File: src/rtl/rr_priority_encoder_if.sv
// Request/result handshake bundle for rr_priority_encoder.
// The master side produces requests and consumes results; the slave side is the encoder.
interface rr_priority_encoder_if #(
  parameter int N = 8,
  parameter int W = 3
);
  logic         in_valid;
  logic         in_ready;
  logic [N-1:0] req;
  logic         out_valid;
  logic         out_ready;
  logic [W-1:0] out_idx;
  logic         out_none;
  logic         out_multi;

  modport master (
    output in_valid, req, out_ready,
    input  in_ready, out_valid, out_idx, out_none, out_multi
  );

  modport slave (
    input  in_valid, req, out_ready,
    output in_ready, out_valid, out_idx, out_none, out_multi
  );
endinterface

File: src/rtl/rr_priority_encoder.sv
// Registered N-to-log2(N) priority encoder, fixed or round-robin priority,
// with valid/ready on both sides and flags for all-zero and multi-hot requests.
module rr_priority_encoder #(
  parameter int N       = 8,
  parameter int W       = 3,
  parameter bit RR_MODE = 1'b0
) (
  input logic            clk,
  input logic            rst,
  rr_priority_encoder_if.slave bus
);

  generate
    if (N < 2 || N > 64 || (N & (N - 1)) != 0) begin : g_bad_n
      $error("rr_priority_encoder: N must be a power of two in 2..64");
    end
    if (W != $clog2(N)) begin : g_bad_w
      $error("rr_priority_encoder: W must equal clog2(N)");
    end
  endgenerate

  logic [W-1:0]   ptr;
  logic [W-1:0]   scan_base;
  logic [2*N-1:0] scan_vec;
  logic [W-1:0]   idx_next;
  logic           found;
  logic           none_next;
  logic           multi_next;
  logic           in_ready;
  logic           accept;
  logic           out_valid_q;
  logic [W-1:0]   out_idx_q;
  logic           out_none_q;
  logic           out_multi_q;

  // Fixed mode is just a round-robin scan that always starts at bit 0.
  assign scan_base = RR_MODE ? ptr : '0;

  // Doubling the request lets a plain lowest-bit scan wrap past N-1 back to 0;
  // bits below the start pointer in the lower copy are masked off.
  always_comb begin
    scan_vec = {bus.req, bus.req};
    for (int i = 0; i < 2 * N; i++) begin
      if (i < int'(scan_base)) scan_vec[i] = 1'b0;
    end
  end

  // Truncating the doubled-range position to W bits reduces it mod N.
  always_comb begin
    idx_next = '0;
    found    = 1'b0;
    for (int i = 0; i < 2 * N; i++) begin
      if (!found && scan_vec[i]) begin
        found    = 1'b1;
        idx_next = W'(i);
      end
    end
  end

  assign none_next  = (bus.req == '0);
  assign multi_next = |(bus.req & (bus.req - N'(1)));

  assign in_ready = !out_valid_q || bus.out_ready;
  assign accept   = bus.in_valid && in_ready;

  always_ff @(posedge clk) begin
    if (rst) begin
      out_valid_q <= 1'b0;
      out_idx_q   <= '0;
      out_none_q  <= 1'b0;
      out_multi_q <= 1'b0;
      ptr         <= '0;
    end else begin
      if (accept) begin
        out_valid_q <= 1'b1;
        out_idx_q   <= idx_next;
        out_none_q  <= none_next;
        out_multi_q <= multi_next;
        if (RR_MODE && !none_next) ptr <= idx_next + W'(1);
      end else if (out_valid_q && bus.out_ready) begin
        out_valid_q <= 1'b0;
      end
    end
  end

  assign bus.in_ready  = in_ready;
  assign bus.out_valid = out_valid_q;
  assign bus.out_idx   = out_idx_q;
  assign bus.out_none  = out_none_q;
  assign bus.out_multi = out_multi_q;

endmodule

File: src/flat_wrapper.sv
// flat-port wrapper written by rule: the top's interface ports become plain ports
module rr_priority_encoder_flat 
#(
  parameter int N       = 8,
  parameter int W       = 3,
  parameter bit RR_MODE = 1'b0
)
  (clk, rst, bus_in_valid, bus_req, bus_out_ready, bus_in_ready, bus_out_valid, bus_out_idx, bus_out_none, bus_out_multi);
  rr_priority_encoder_if #(.N(N), .W(W)) bus_i ();
  input logic clk;
  input logic rst;
  input wire logic [$bits(bus_i.in_valid)-1:0] bus_in_valid;
  input wire logic [$bits(bus_i.req)-1:0] bus_req;
  input wire logic [$bits(bus_i.out_ready)-1:0] bus_out_ready;
  output wire logic [$bits(bus_i.in_ready)-1:0] bus_in_ready;
  output wire logic [$bits(bus_i.out_valid)-1:0] bus_out_valid;
  output wire logic [$bits(bus_i.out_idx)-1:0] bus_out_idx;
  output wire logic [$bits(bus_i.out_none)-1:0] bus_out_none;
  output wire logic [$bits(bus_i.out_multi)-1:0] bus_out_multi;
  assign bus_i.in_valid = bus_in_valid;
  assign bus_i.req = bus_req;
  assign bus_i.out_ready = bus_out_ready;
  assign bus_in_ready = bus_i.in_ready;
  assign bus_out_valid = bus_i.out_valid;
  assign bus_out_idx = bus_i.out_idx;
  assign bus_out_none = bus_i.out_none;
  assign bus_out_multi = bus_i.out_multi;
  rr_priority_encoder #(.N(N), .W(W), .RR_MODE(RR_MODE)) u_core (.clk(clk), .rst(rst), .bus(bus_i));
endmodule
File: config.mk
export PLATFORM = sky130hd
export DESIGN_NAME = rr_priority_encoder_flat
export DESIGN_NICKNAME = d
export VERILOG_FILES = /design/src/rtl/rr_priority_encoder_if.sv /design/src/rtl/rr_priority_encoder.sv /design/src/flat_wrapper.sv
export SDC_FILE = /design/constraint.sdc
export NUM_CORES = 1
export LEC_CHECK = 0
export ABC_CLOCK_PERIOD_IN_PS = 1440
export BUFFER_PORTS_ARGS = -buffer_cell sky130_fd_sc_hd__buf_2
export CELL_PAD_IN_SITES_DETAIL_PLACEMENT = 1
export CELL_PAD_IN_SITES_GLOBAL_PLACEMENT = 2
export CORE_MARGIN = 2
export CORE_UTILIZATION = 20
export CTS_CLUSTER_SIZE = 20
export DETAILED_ROUTE_END_ITERATION = 12
export MAX_ROUTING_LAYER = met4
export PLACE_DENSITY_LB_ADDON = 0.3
export SLEW_MARGIN = 20
export SYNTH_ARGS = -nofsm -noshare
export SYNTH_HDL_FRONTEND = slang
export SYNTH_SLANG_ARGS = --single-unit
File: constraint.sdc
create_clock -name clk -period 1.44 [get_ports clk]
set_clock_uncertainty 0.15 [all_clocks]
set_input_delay 0.288 -clock clk [delete_from_list [all_inputs] [get_ports clk]]
set_output_delay 0.288 -clock clk [all_outputs]
set_load 0.02 [all_outputs]
# Yosys cells after proc, flatten, opt, wreduce, memory -nomap -nowiden

Index checks and enable logic that the tools add are counted.
Widths: inputs -> output; s select.

Bits in latches: 0
Word-level logic and storage cells: 75
Bits in registers: 6
Input bits: 12
RAM bits: 0
Memories: 0
Output and inout bits: 7
Bits in read-only memories: 0

Shifts and indexed selects: 0
Multiplexer cells: 32
Reduce and logical (&&, ||, !) cells: 37
Eq/ne operators: 0
Add/subtract/negate cells: 1
Bitwise logic cells: 1
Divide/modulo/power cells: 0
Order comparisons: 0
Multipliers: 0

Operators with widths:

| kind                | number |
|---|---|
| $mux 3              | 13 |
| $mux 1              | 18 |
| $logic_and 1x1->1   | 17 |
| $logic_not 1->1     | 16 |
| $and 8x8->8         | 1 |
| $logic_not 8->1     | 1 |
| $reduce_or 8->1     | 1 |
| $sub 8x1->8 const B | 1 |
| $mux 2              | 1 |
| $reduce_bool 2->1   | 1 |
| $logic_or 1x1->1    | 1 |

# Depth between registers and ports, before layout

Gate-level depths: netlist of run 1.

Depth in word-level cells: 46
Depth in mapped cells: 5
Gate-level depth less buffers: 4

# Worst setup path before layout of run 1

Ideal clock, no wire load.

Path kind: register to register
From: register u_core.out_valid_q (netlist: u_core.bus.out_valid)
To: register u_core.out_idx_q[1] (netlist: u_core.bus.out_idx[1])
Setup time: 0.128 ns
Buffers on the path: 1
Stages on the path, launching flop included: 6
Arrival: 1.052 ns
Period minus slack after synthesis: 1.329 ns
Slack: 0.111 ns
Cell sequence: dfxtp_1 -> nand2b_4 -> and2_0 -> buf_2 -> o311ai_0 -> a21oi_1

Cells in the longest elaborated chain, start to end: 3

Ends and longest elaborated chain:

| element                  | RTL line                  | RTL |
|---|---|---|
| start: declaration       | rr_priority_encoder.sv:31 | `logic out_valid_q;` |
| start signal: assignment | rr_priority_encoder.sv:68 | `out_valid_q <= 1'b0;` |
| start signal: assignment | rr_priority_encoder.sv:75 | `out_valid_q <= 1'b1;` |
| start signal: assignment | rr_priority_encoder.sv:81 | `out_valid_q <= 1'b0;` |
| $logic_not 1->1          | rr_priority_encoder.sv:63 | `assign in_ready = !out_valid_q \|\| bus.out_ready;` |
| $logic_or 1x1->1         | rr_priority_encoder.sv:63 |  |
| via bus_in_ready         | flat_wrapper.sv:15        | `output wire logic [$bits(bus_i.in_ready)-1:0] bus_in_ready;` |
| $logic_and 1x1->1        | rr_priority_encoder.sv:64 | `assign accept = bus.in_valid && in_ready;` |
| end signal: assignment   | rr_priority_encoder.sv:76 | `out_idx_q <= idx_next;` |
| end: declaration         | rr_priority_encoder.sv:32 | `logic [W-1:0] out_idx_q;` |

The timed path passes the listed nets, and every way through them passes these cells.
A chain may end at the register's enable or synchronous reset.

# Worst setup path in the final report of run 1

From: register u_core.out_valid_q (netlist: u_core.bus.out_valid)
To: register u_core.out_idx_q[1] (netlist: u_core.bus.out_idx[1])

Cells in the longest elaborated chain, start to end: 3

Ends and longest elaborated chain:

| element           | RTL line |
|---|---|
| $logic_not 1->1   | rr_priority_encoder.sv:63 |
| $logic_or 1x1->1  | rr_priority_encoder.sv:63 |
| $logic_and 1x1->1 | rr_priority_encoder.sv:64 |

Every way passes these cells.

==> results of run 1 <==
==> through the flow <==
| step | utilization | total power, mW | setup slack, ps | instances | hold WS, ps |
|---|---|---|---|---|---|
| final | 0.287 | 0.422 | 148 | 84 | 137 |
| after CTS | 0.287 | 0.433 | 132 | 84 | 126 |
| after global routing | 0.287 | 0.458 | 17.8 | 84 | 141 |
| after floorplan | - | 0.224 | 111 | 46 | 207 |
| after detailed placement | 0.274 | 0.271 | 20.5 | 81 | 293 |
| after global placement | 0.274 | 0.271 | 52.1 | 81 | 287 |
==> layout by cell type, fill, tap and decap left out, types with 2 or more instances in the layout <==
master | synthesis | final
a211oi_1 | 3 | 3
a21oi_1 | 8 | 8
buf_2 | 1 | 18
clkbuf_4 | 0 | 3
dfxtp_1 | 6 | 6
inv_1 | 2 | 2
nand2_1 | 7 | 7
nor2_1 | 3 | 3
nor3_1 | 4 | 4
o21ai_1 | 3 | 3
==> cell families after synthesis <==
group | after synthesis
flip-flops | 6
buffers and inverters | 3
AO/OA/AOI/OAI | 16
AND/OR/NAND/NOR | 21
==> sequential cells by signal, summed over array words and instances (netlist names) <==
| register | flops |
|---|---|
| u_core.bus.out_none | 1 |
| u_core.bus.out_idx | 3 |
| u_core.bus.out_valid | 1 |
| u_core.bus.out_multi | 1 |
==> worst reg2reg max path, cell delays in order (launching register included) <==
cell and delay [ps]:
dfxtp_1 320, nand2b_4 80, and2_0 290, o311ai_0 220, a21oi_1 160
==> how the worst max path moves through the flow <==
| stage | start | endpoint | slack, ps | cells after the start |
|---|---|---|---|---|
| floorplan | u_core.bus.out_valid | u_core.bus.out_idx[1] | 110 | 5 |
| detailed placement | bus_req[0] | u_core.bus.out_multi | 20 | 5 |
| finish | u_core.bus.out_valid | u_core.bus.out_idx[1] | 150 | 4 |
| global placement | bus_req[0] | u_core.bus.out_multi | 50 | 5 |
| CTS | u_core.bus.out_valid | u_core.bus.out_idx[1] | 130 | 4 |
| global route | u_core.bus.out_valid | u_core.bus.out_idx[1] | 20 | 4 |
==> area by class of cell <==
cell class              instances  area (µm²)
clock buffers                   3        22.5
fillers                       228        1200
inverters                       2        7.51
multi-input cells              37         216
flip-flops and latches          6         120
well taps                      17        21.3
repair buffers                 19        97.6
==> layer usage <==
| layer | up-vias | track usage | part of all wire |
|---|---|---|---|
| met5 | - | - | 0 |
| met4 | 0 | 0.0857 | 0.0043 |
| met3 | 2 | 0.0119 | 0.069 |
| met2 | 14 | 0.163 | 0.45 |
| met1 | 178 | 0.130 | 0.47 |
| li1 | 208 | - | - |
==> power groups by stage <==
stage	logic (mW)	clock network, mW	registers (mW)
after floorplan	0.0342	0	0.189
after global routing	0.101	0.179	0.178
final	0.0894	0.156	0.177
after global placement	0.0903	0	0.180
after detailed placement	0.0901	0	0.181
after CTS	0.0903	0.165	0.177
==> reports/qor.txt, run 1 <==
Clk pin slew, worst setup/hold paths - 50 ps
Max_slew headroom - 0.755
Synth Area in Adders - 0
Post-synthesis sequential area ratio - 0.344
Crit end category - register
Tightest Pin Transition - 362 ps
PwrDens - 870 nW/µm²
Largest cells by area after synthesis - dfxtp_1 (34%), a21oi_1 (11%), nand2_1 (7.5%), a211oi_1 (6.5%), nor4_4 (6.1%)
Hold buffer count at cts - 0
Design Area, Final - 485 µm²
Largest family of logic cells by synthesized area - simple AND/OR/NAND/NOR gates
Final Cycle Share - 0.897
Synth top area share - 0.344
Reg power frac - 0.420
Core ar. - 1690 µm²
Resized Gates After CTS - 0
Num rows - 15
F_max - 774 MHz
Sw frac - 0.283
CP max stage cell - dfxtp_1
Post-synth ARST share - 0
CP top delay family - simple AND/OR/NAND/NOR gates
DR pass1 iterations - 2
Initial antenna violation count - 0
First-pass GRT wire length - 1550 µm
Root Buffer - clkbuf_4
Setup TNS - 0 ps
Status - complete, no violations
Commonest cells post-synth - a21oi_1 (8), nand2_1 (7), dfxtp_1 (6), nor3_1 (4)
Setup CP Type - reg2reg
Num CTS Buffers - 3
Largest stage delay, worst path - 320 ps
Flop2flop setup slack - 150 ps
Endpoints failing setup - 0
Max Slew Vio Count - 0
Main synth FF type - dfxtp_1
Post-synthesis xor/xnor area fraction - 0
Die area - 2100 µm²
Antenna diode count - 0
Synth warnings - 0
Clk network pwr share - 0.368
Most frequent cell after synthesis - a21oi_1
Global route total overflow - 0
Tot GR Track Use - 0.109
Syn nets - 58
Fraction of layout cells with a size suffix above 1 - 0.373
Total number of H-tree levels - 1
# port buffers - 18
CP Buf/Inv Count - 0
Mux cell area share after synthesis - 0
Crit-path cells - nand2b_4 > and2_0 > o311ai_0 > a21oi_1
NumNets Final - 81
Via-per-instance ratio - 4.79
Sw Pwr - 0.120 mW
Mapped cell area - 349 µm²
Int Pwr - 0.303 mW
Detail Placement HPWL - 775 µm
R2R depth - 4
Largest net degree at the start of global routing - 7
Clock Latency Late Sink - 240 ps
Maximum vdd drop - 0.188 mV
I/O Pins - 19
Setup bufs post-CTS - 0
Compound-Gate Fraction of Synth Area - 0.269
DR iter-0 viols - 2
Synthesized area per cell - 7.59 µm²
Final Hold Viols - 0
Max Cap Violations - 0
Data required, critical path - 1460 ps
Hold path depth - 2
Vias - 402
CTS tree - done
Max FO, Critical Path - 6
Static leakage - 0.207 nW
Worst Hold Class - in2reg
Post-Synth Simple-Gate Area - 0.351
Number of global-route vias before repair - 365
Minimum clock period - 1290 ps
Die Width - 45.8 µm
RSZ-0062 raised after global routing - no
Maximum clock insertion buffer count - 2
Routability congestion estimate - 0.722
Drt drc - 0
DRT Wirelength - 937 µm
Unique cell type count in the Yosys netlist - 18
Flops & latches, synth - 6
Initial Utilization - 0.207
Hold_sp - rst
Arr. time, crit path - 1310 ps
Crit Reg-Reg Startpoint - u_core.bus.out_valid
Final ANT Viol Nets - 0
Die Height - 45.8 µm
WHS Endpoint - u_core.bus.out_valid
Reg2reg end - u_core.bus.out_idx[1]
Num Clock Sinks - 6
CP startpoint kind - register
Layout area overhead - 39.1%
Combinational Power Share - 0.212
Placed inst area - 463 µm²
WL/cell - 11.2 µm
Post-synth EDFFs - 0
Area leader, netlist - dfxtp_1
Mapped Cells - 46
No activity file was read; power rests on OpenSTA's default activity.
==> run 2, diff against run 1 <==
Settings changed: ABC_AREA set to 1.
==> run 2 against run 1 <==
Against the previous run:
- non-clock buffer count stayed put
- synthesized cell count is 33% higher
- area after synthesis is 12% higher
- wire length is 0.64% higher
- final cell count is 31% higher
- combinational power is 19% higher
- register-to-register slack better by 60 ps
- final area is 12% higher
- die area is 11% higher
- fmax is 0.43% lower
- sequential cell count stayed put
- worst setup slack worse by 5.6 ps
==> reports/qor.txt, run 2 <==
Status - complete, no violations (unchanged)
F_max - 771 MHz (was 774 MHz)
Fraction of layout cells with a size suffix above 1 - 0.337 (was 0.373)
Resized Gates After CTS - 0 (unchanged)
Final Hold Viols - 0 (unchanged)
Maximum vdd drop - 0.337 mV (was 0.188 mV)
Minimum clock period - 1300 ps (was 1290 ps)
Int Pwr - 0.311 mW (was 0.303 mW)
Num CTS Buffers - 3 (unchanged)
Endpoints failing setup - 0 (unchanged)
Num Clock Sinks - 6 (unchanged)
Commonest cells post-synth - nand2_1 (13), inv_1 (9), nor2_1 (7), dfxtp_1 (6), nand3_1 (6) (was a21oi_1 (8), nand2_1 (7), dfxtp_1 (6), nor3_1 (4))
Max Slew Vio Count - 0 (unchanged)
Synthesized area per cell - 6.42 µm² (was 7.59 µm²)
Tot GR Track Use - 0.0963 (was 0.109)
Crit end category - primary output (was register)
Area leader, netlist - dfxtp_1 (unchanged)
Sw Pwr - 0.124 mW (was 0.120 mW)
Vias - 441 (was 402)
Maximum clock insertion buffer count - 2 (unchanged)
Num rows - 16 (was 15)
Clk pin slew, worst setup/hold paths - 40 ps (was 50 ps)
WL/cell - 8.57 µm (was 11.2 µm)
Post-synth ARST share - 0 (unchanged)
Largest cells by area after synthesis - dfxtp_1 (31%), nand2_1 (12%), inv_1 (8.6%), nand3_1 (7.7%), nor2_1 (6.7%) (was dfxtp_1 (34%), a21oi_1 (11%), nand2_1 (7.5%), a211oi_1 (6.5%), nor4_4 (6.1%))
Arr. time, crit path - 860 ps (was 1310 ps)
Leading cell types in the layout, fill and taps excluded - buf_2 (18), nand2_1 (13), inv_1 (9) (was buf_2 (18), a21oi_1 (8), nand2_1 (7))
Synth top area share - 0.307 (was 0.344)
Post-synth EDFFs - 0 (unchanged)
CP max stage cell - dfxtp_1 (unchanged)
Tightest Pin Transition - 176 ps (was 362 ps)
DR iter-0 viols - 2 (unchanged)
Post-synthesis sequential area ratio - 0.307 (was 0.344)
Setup CP Type - reg2out (was reg2reg)
Worst Hold Class - in2reg (unchanged)
Synth warnings - 0 (unchanged)
Die area - 2330 µm² (was 2100 µm²)
Die Width - 48.3 µm (was 45.8 µm)
RSZ-0062 raised after global routing - no (unchanged)
Routability congestion estimate - 0.739 (was 0.722)
Combinational Power Share - 0.243 (was 0.212)
Flops & latches, synth - 6 (unchanged)
I/O Pins - 19 (unchanged)
Antenna diode count - 0 (unchanged)
Reg power frac - 0.419 (was 0.420)
Initial Utilization - 0.206 (was 0.207)
# port buffers - 18 (unchanged)
R2R depth - 6 (was 4)
DR pass1 iterations - 3 (was 2)
Most frequent cell after synthesis - nand2_1 (was a21oi_1)
Detail Placement HPWL - 847 µm (was 775 µm)
Final hold slack - 126 ps (was 137 ps)
First-pass GRT wire length - 1450 µm (was 1550 µm)
Syn nets - 73 (was 58)
Root Buffer - clkbuf_4 (unchanged)
Static leakage - 0.281 nW (was 0.207 nW)
Initial antenna violation count - 0 (unchanged)
Max FO, Critical Path - 3 (was 6)
PwrDens - 797 nW/µm² (was 870 nW/µm²)
Die Height - 48.3 µm (was 45.8 µm)
Final ANT Viol Nets - 0 (unchanged)
Largest net degree at the start of global routing - 7 (unchanged)
Setup TNS - 0 ps (unchanged)
Setup bufs post-CTS - 0 (unchanged)
Sw frac - 0.285 (was 0.283)
Global route total overflow - 0 (unchanged)
Core ar. - 1900 µm² (was 1690 µm²)
Most common cell after layout, fill and taps aside - buf_2 (unchanged)
Final Cycle Share - 0.901 (was 0.897)
CTS tree - done (unchanged)
Mapped cell area - 392 µm² (was 349 µm²)
Layout area overhead - 39.3% (was 39.1%)
Data required, critical path - 1000 ps (was 1460 ps)
Unique cell type count in the Yosys netlist - 15 (was 18)
Clk network pwr share - 0.338 (was 0.368)
Max Cap Violations - 0 (unchanged)
Clock Latency Late Sink - 230 ps (was 240 ps)
Largest stage delay, worst path - 380 ps (was 320 ps)
DRT Wirelength - 943 µm (was 937 µm)
Crit-path cells - nand2_1 > buf_2 (was nand2b_4 > and2_0 > o311ai_0 > a21oi_1)
Hold buffer count at cts - 0 (unchanged)
Max_slew headroom - 0.882 (was 0.755)
Drt drc - 0 (unchanged)
Hold path depth - 2 (unchanged)
Total number of H-tree levels - 1 (unchanged)
Main synth FF type - dfxtp_1 (unchanged)
Mapped Cells - 61 (was 46)
CP startpoint kind - register (unchanged)
Max reg flops - 3 (unchanged)
Via-per-instance ratio - 4.01 (was 4.79)
NumNets Final - 97 (was 81)
Number of global-route vias before repair - 380 (was 365)
run 2: changes by cell type after synthesis, moves of 2 or more:
cell	before	now
nor2_1	3	7
o21bai_1	0	2
a211oi_1	3	0
a21oi_1	8	5
nor3_1	4	1
inv_1	2	9
o21ai_0	0	4
nor2_4	0	2
nand2_1	7	13
nand3_1	1	6
o21ai_1	3	0
run 2: metal layers:
layer  vias to the layer above  GRT usage  part of all wire
li1                        246          -                 -
met1                       186      0.108              0.44
met2                         9      0.150              0.52
met3                         0     0.0556             0.038
met4                         0     0.0162                 0
met5                         -          -                 0
run 2: cell type report:
| type | instances | area [µm²] |
|---|---|---|
| fillers | 257 | 1360 |
| multi-input cells | 45 | 234 |
| clock buffers | 3 | 22.5 |
| flip-flops and latches | 6 | 120 |
| well taps | 27 | 33.8 |
| repair buffers | 19 | 97.6 |
| inverters | 10 | 37.5 |
run 2: metrics by stage:
step	power [mW]	std cells	setup WS [ps]	cell area (µm²)	utilization
after global routing	0.475	110	80.1	546	0.287
after detailed placement	0.293	107	128	523	0.275
after CTS	0.448	110	126	546	0.287
final	0.435	110	143	546	0.287
after floorplan	0.244	61	235	392	-
after global placement	0.293	107	129	523	0.275
run 2: worst max-delay path, delay by kind of cell, from the launching register on:
kind | cells | cell delay, ps
DFF | 1 | 380
buffers and inverters | 1 | 160
and+or+nand+nor | 1 | 80
run 2: worst paths after layout:
kind,start,slack (ps),end
hold / removal,rst,130,u_core.bus.out_idx[0]
hold reg to reg,u_core.bus.out_idx[0],310,u_core.bus.out_idx[0]
setup reg to reg,u_core.bus.out_valid,210,u_core.bus.out_multi
setup / recovery,u_core.bus.out_valid,140,bus_in_ready
run 2: power groups by stage:
stage / sequential, mW / combinational [mW] / clock [mW]
6_report: 0.182 / 0.106 / 0.147
5_1_grt: 0.183 / 0.121 / 0.171
4_1_cts: 0.182 / 0.108 / 0.157
3_5_place_dp: 0.185 / 0.108 / 0
3_3_place_gp: 0.185 / 0.109 / 0
2_1_floorplan: 0.197 / 0.0471 / 0
run 2: kinds of logic after synthesis:
family | after synthesis | synth area share
flops | 6 | 0.307
compound gates | 12 | 0.195
simple gates | 33 | 0.403
buf+inv | 10 | 0.0958
==> run 3, diff against run 2 <==
Settings changed: ABC_CLOCK_PERIOD_IN_PS 1440 to 1300, SLEW_MARGIN 20 to unset.
Clock period 1.44 ns to 1.3 ns, I/O delays scaled along.
==> run 3 against run 2 <==
Against the previous run:
- sequential power up 11%
- die area unchanged
- first-iteration DRC count rose to 2.5 times the previous value
- sequential cell count unchanged
- count of clock-buffer cells in the layout unchanged
- register-to-register slack worse by 70 ps
- clock power up 16%
- final area up 0.23%
==> reports/qor.txt, run 3 (same netlist as run 2, synthesis figures left out) <==
Max Cap Violations - 0 (unchanged)
Tot GR Track Use - 0.110 (was 0.0963)
Crit-path cells - nand2_1 > buf_2 (unchanged)
Tightest Pin Transition - 158 ps (was 176 ps)
Final Hold Viols - 0 (unchanged)
Static leakage - 0.281 nW (about the same)
Detail Placement HPWL - 930 µm (was 847 µm)
Uppermost layer routed - met3 (unchanged)
Total Power - 0.493 mW (was 0.435 mW)
Worst Hold Class - in2reg (unchanged)
Maximum vdd drop - 0.274 mV (was 0.337 mV)
Crit Reg-Reg Startpoint - u_core.bus.out_valid (unchanged)
Final Cycle Share - 0.949
Hold_sp - rst (unchanged)
Data required, critical path - 890 ps (was 1000 ps)
Met2 WL - 563 µm (was 489 µm)
Crit end category - primary output (unchanged)
RSZ-0062 raised after global routing - no (unchanged)
Vias - 462 (was 441)
WL/cell - 9.96 µm (was 8.57 µm)
Num CTS Buffers - 3 (unchanged)
Setup bufs post-CTS - 0 (unchanged)
CP max stage cell - dfxtp_2 (was dfxtp_1)
Met1 WL - 484 µm (was 417 µm)
F_max - 811 MHz
Num Clock Sinks - 6 (unchanged)
Minimum clock period - 1230 ps
Int Pwr - 0.345 mW (was 0.311 mW)
Most common cell after layout, fill and taps aside - buf_2 (unchanged)
Max reg flops - 3 (unchanged)
DR iter-0 viols - 5 (was 2)
WL met3 - 48 µm (was 36 µm)
Clk network pwr share - 0.347 (was 0.338)
Reg power frac - 0.409 (was 0.419)
DRT Wirelength - 1100 µm (was 943 µm)
Global route total overflow - 0 (unchanged)
Max FO, Critical Path - 3 (unchanged)
First-pass GRT wire length - 1650 µm (was 1450 µm)
Root Buffer - clkbuf_4 (unchanged)
I/O Pins - 19 (unchanged)
Initial antenna violation count - 0 (unchanged)
Status - complete, no violations (unchanged)
Sw frac - 0.299 (was 0.285)
Max Slew Vio Count - 0 (unchanged)
Max_slew headroom - 0.894 (was 0.882)
Num rows - 16 (unchanged)
Setup CP Type - reg2out (unchanged)
Number of global-route vias before repair - 397 (was 380)
Total number of H-tree levels - 1 (unchanged)
Fraction of layout cells with a size suffix above 1 - 0.349 (was 0.337)
Flop2flop setup slack - 140 ps (was 210 ps)
Layout area overhead - 39.6% (was 39.3%)
Hold buffer count at cts - 0 (unchanged)
Sw Pwr - 0.147 mW (was 0.124 mW)
Core ar. - 1900 µm² (unchanged)
# port buffers - 18 (unchanged)
Antenna diode count - 0 (unchanged)
Drt drc - 0 (unchanged)
Design Area, Final - 547 µm² (was 546 µm²)
Leading cell types in the layout, fill and taps excluded - buf_2 (18), nand2_1 (13), inv_1 (9) (unchanged)
Setup TNS - 0 ps (unchanged)
DR pass1 iterations - 4 (was 3)
Die area - 2330 µm² (unchanged)
CP startpoint kind - register (unchanged)
Clk pin slew, worst setup/hold paths - 50 ps (was 40 ps)
NumNets Final - 97 (unchanged)
Die Width - 48.3 µm (unchanged)
Via-per-instance ratio - 4.20 (was 4.01)
Largest stage delay, worst path - 350 ps (was 380 ps)
Maximum clock insertion buffer count - 2 (unchanged)
Largest net degree at the start of global routing - 7 (unchanged)
Initial Utilization - 0.206 (unchanged)
Combinational Power Share - 0.243 (about the same)
CTS tree - done (unchanged)
PwrDens - 901 nW/µm² (was 797 nW/µm²)
Clock Latency Late Sink - 240 ps (was 230 ps)
Placed inst area - 523 µm² (unchanged)
Final ANT Viol Nets - 0 (unchanged)
Endpoints failing setup - 0 (unchanged)
Arr. time, crit path - 820 ps (was 860 ps)
CP Launch Point - u_core.bus.out_valid (unchanged)
Die Height - 48.3 µm (unchanged)
Routability congestion estimate - 0.793 (was 0.739)
==> run 3: metrics by stage <==
step           worst slack (ps)  instances  utilization  hold WS [ps]
2_1_floorplan              94.5         61            -           179
3_3_place_gp               60.7        107        0.275           298
3_5_place_dp               52.3        107        0.275           306
4_1_cts                    47.7        110        0.288          77.7
5_1_grt                    13.7        110        0.288          91.0
6_report                   66.6        110        0.288          84.5
==> run 3: worst paths after layout <==
kind                                end  depth (start not counted)
setup / recovery           bus_in_ready                          2
hold / removal     u_core.bus.out_valid                          2
setup reg to reg   u_core.bus.out_multi                          6
hold reg to reg   u_core.bus.out_idx[0]                          2
==> run 3: final cells by class <==
type / instances / area (µm²)
clock buffers: 3 / 22.5
fillers: 260 / 1360
inverters: 10 / 37.5
multi-input cells: 45 / 234
flip-flops and latches: 6 / 121
well taps: 27 / 33.8
repair buffers: 19 / 97.6
==> run 3: metal layers <==
layer / vias up / track usage
met2: 9 / 0.171
met1: 211 / 0.122
li1: 242 / -
met3: 0 / 0.0556
met4: 0 / 0.0324
met5: - / -
==> run 3: repair_timing <==
| action | 4_1_cts | 5_1_grt |
|---|---|---|
| gates resized for setup | 1 | 0 |
| setup endpoints to repair | 1 | 1 |
| pin swaps | 0 | 1 |
==> run 3: critical path, delay by kind of cell, from the launching register on <==
kind / cells / cell delay [ps]
buf+inv: 1 / 160
simple gates: 1 / 70
flops: 1 / 350
==> run 3: power groups by stage <==
| stage | logic [mW] | clock network [mW] | registers, mW |
|---|---|---|---|
| 6_report | 0.120 | 0.171 | 0.202 |
| 5_1_grt | 0.135 | 0.194 | 0.203 |
| 4_1_cts | 0.122 | 0.183 | 0.202 |
| 3_5_place_dp | 0.121 | 0 | 0.205 |
| 3_3_place_gp | 0.119 | 0 | 0.205 |
| 2_1_floorplan | 0.0522 | 0 | 0.218 |
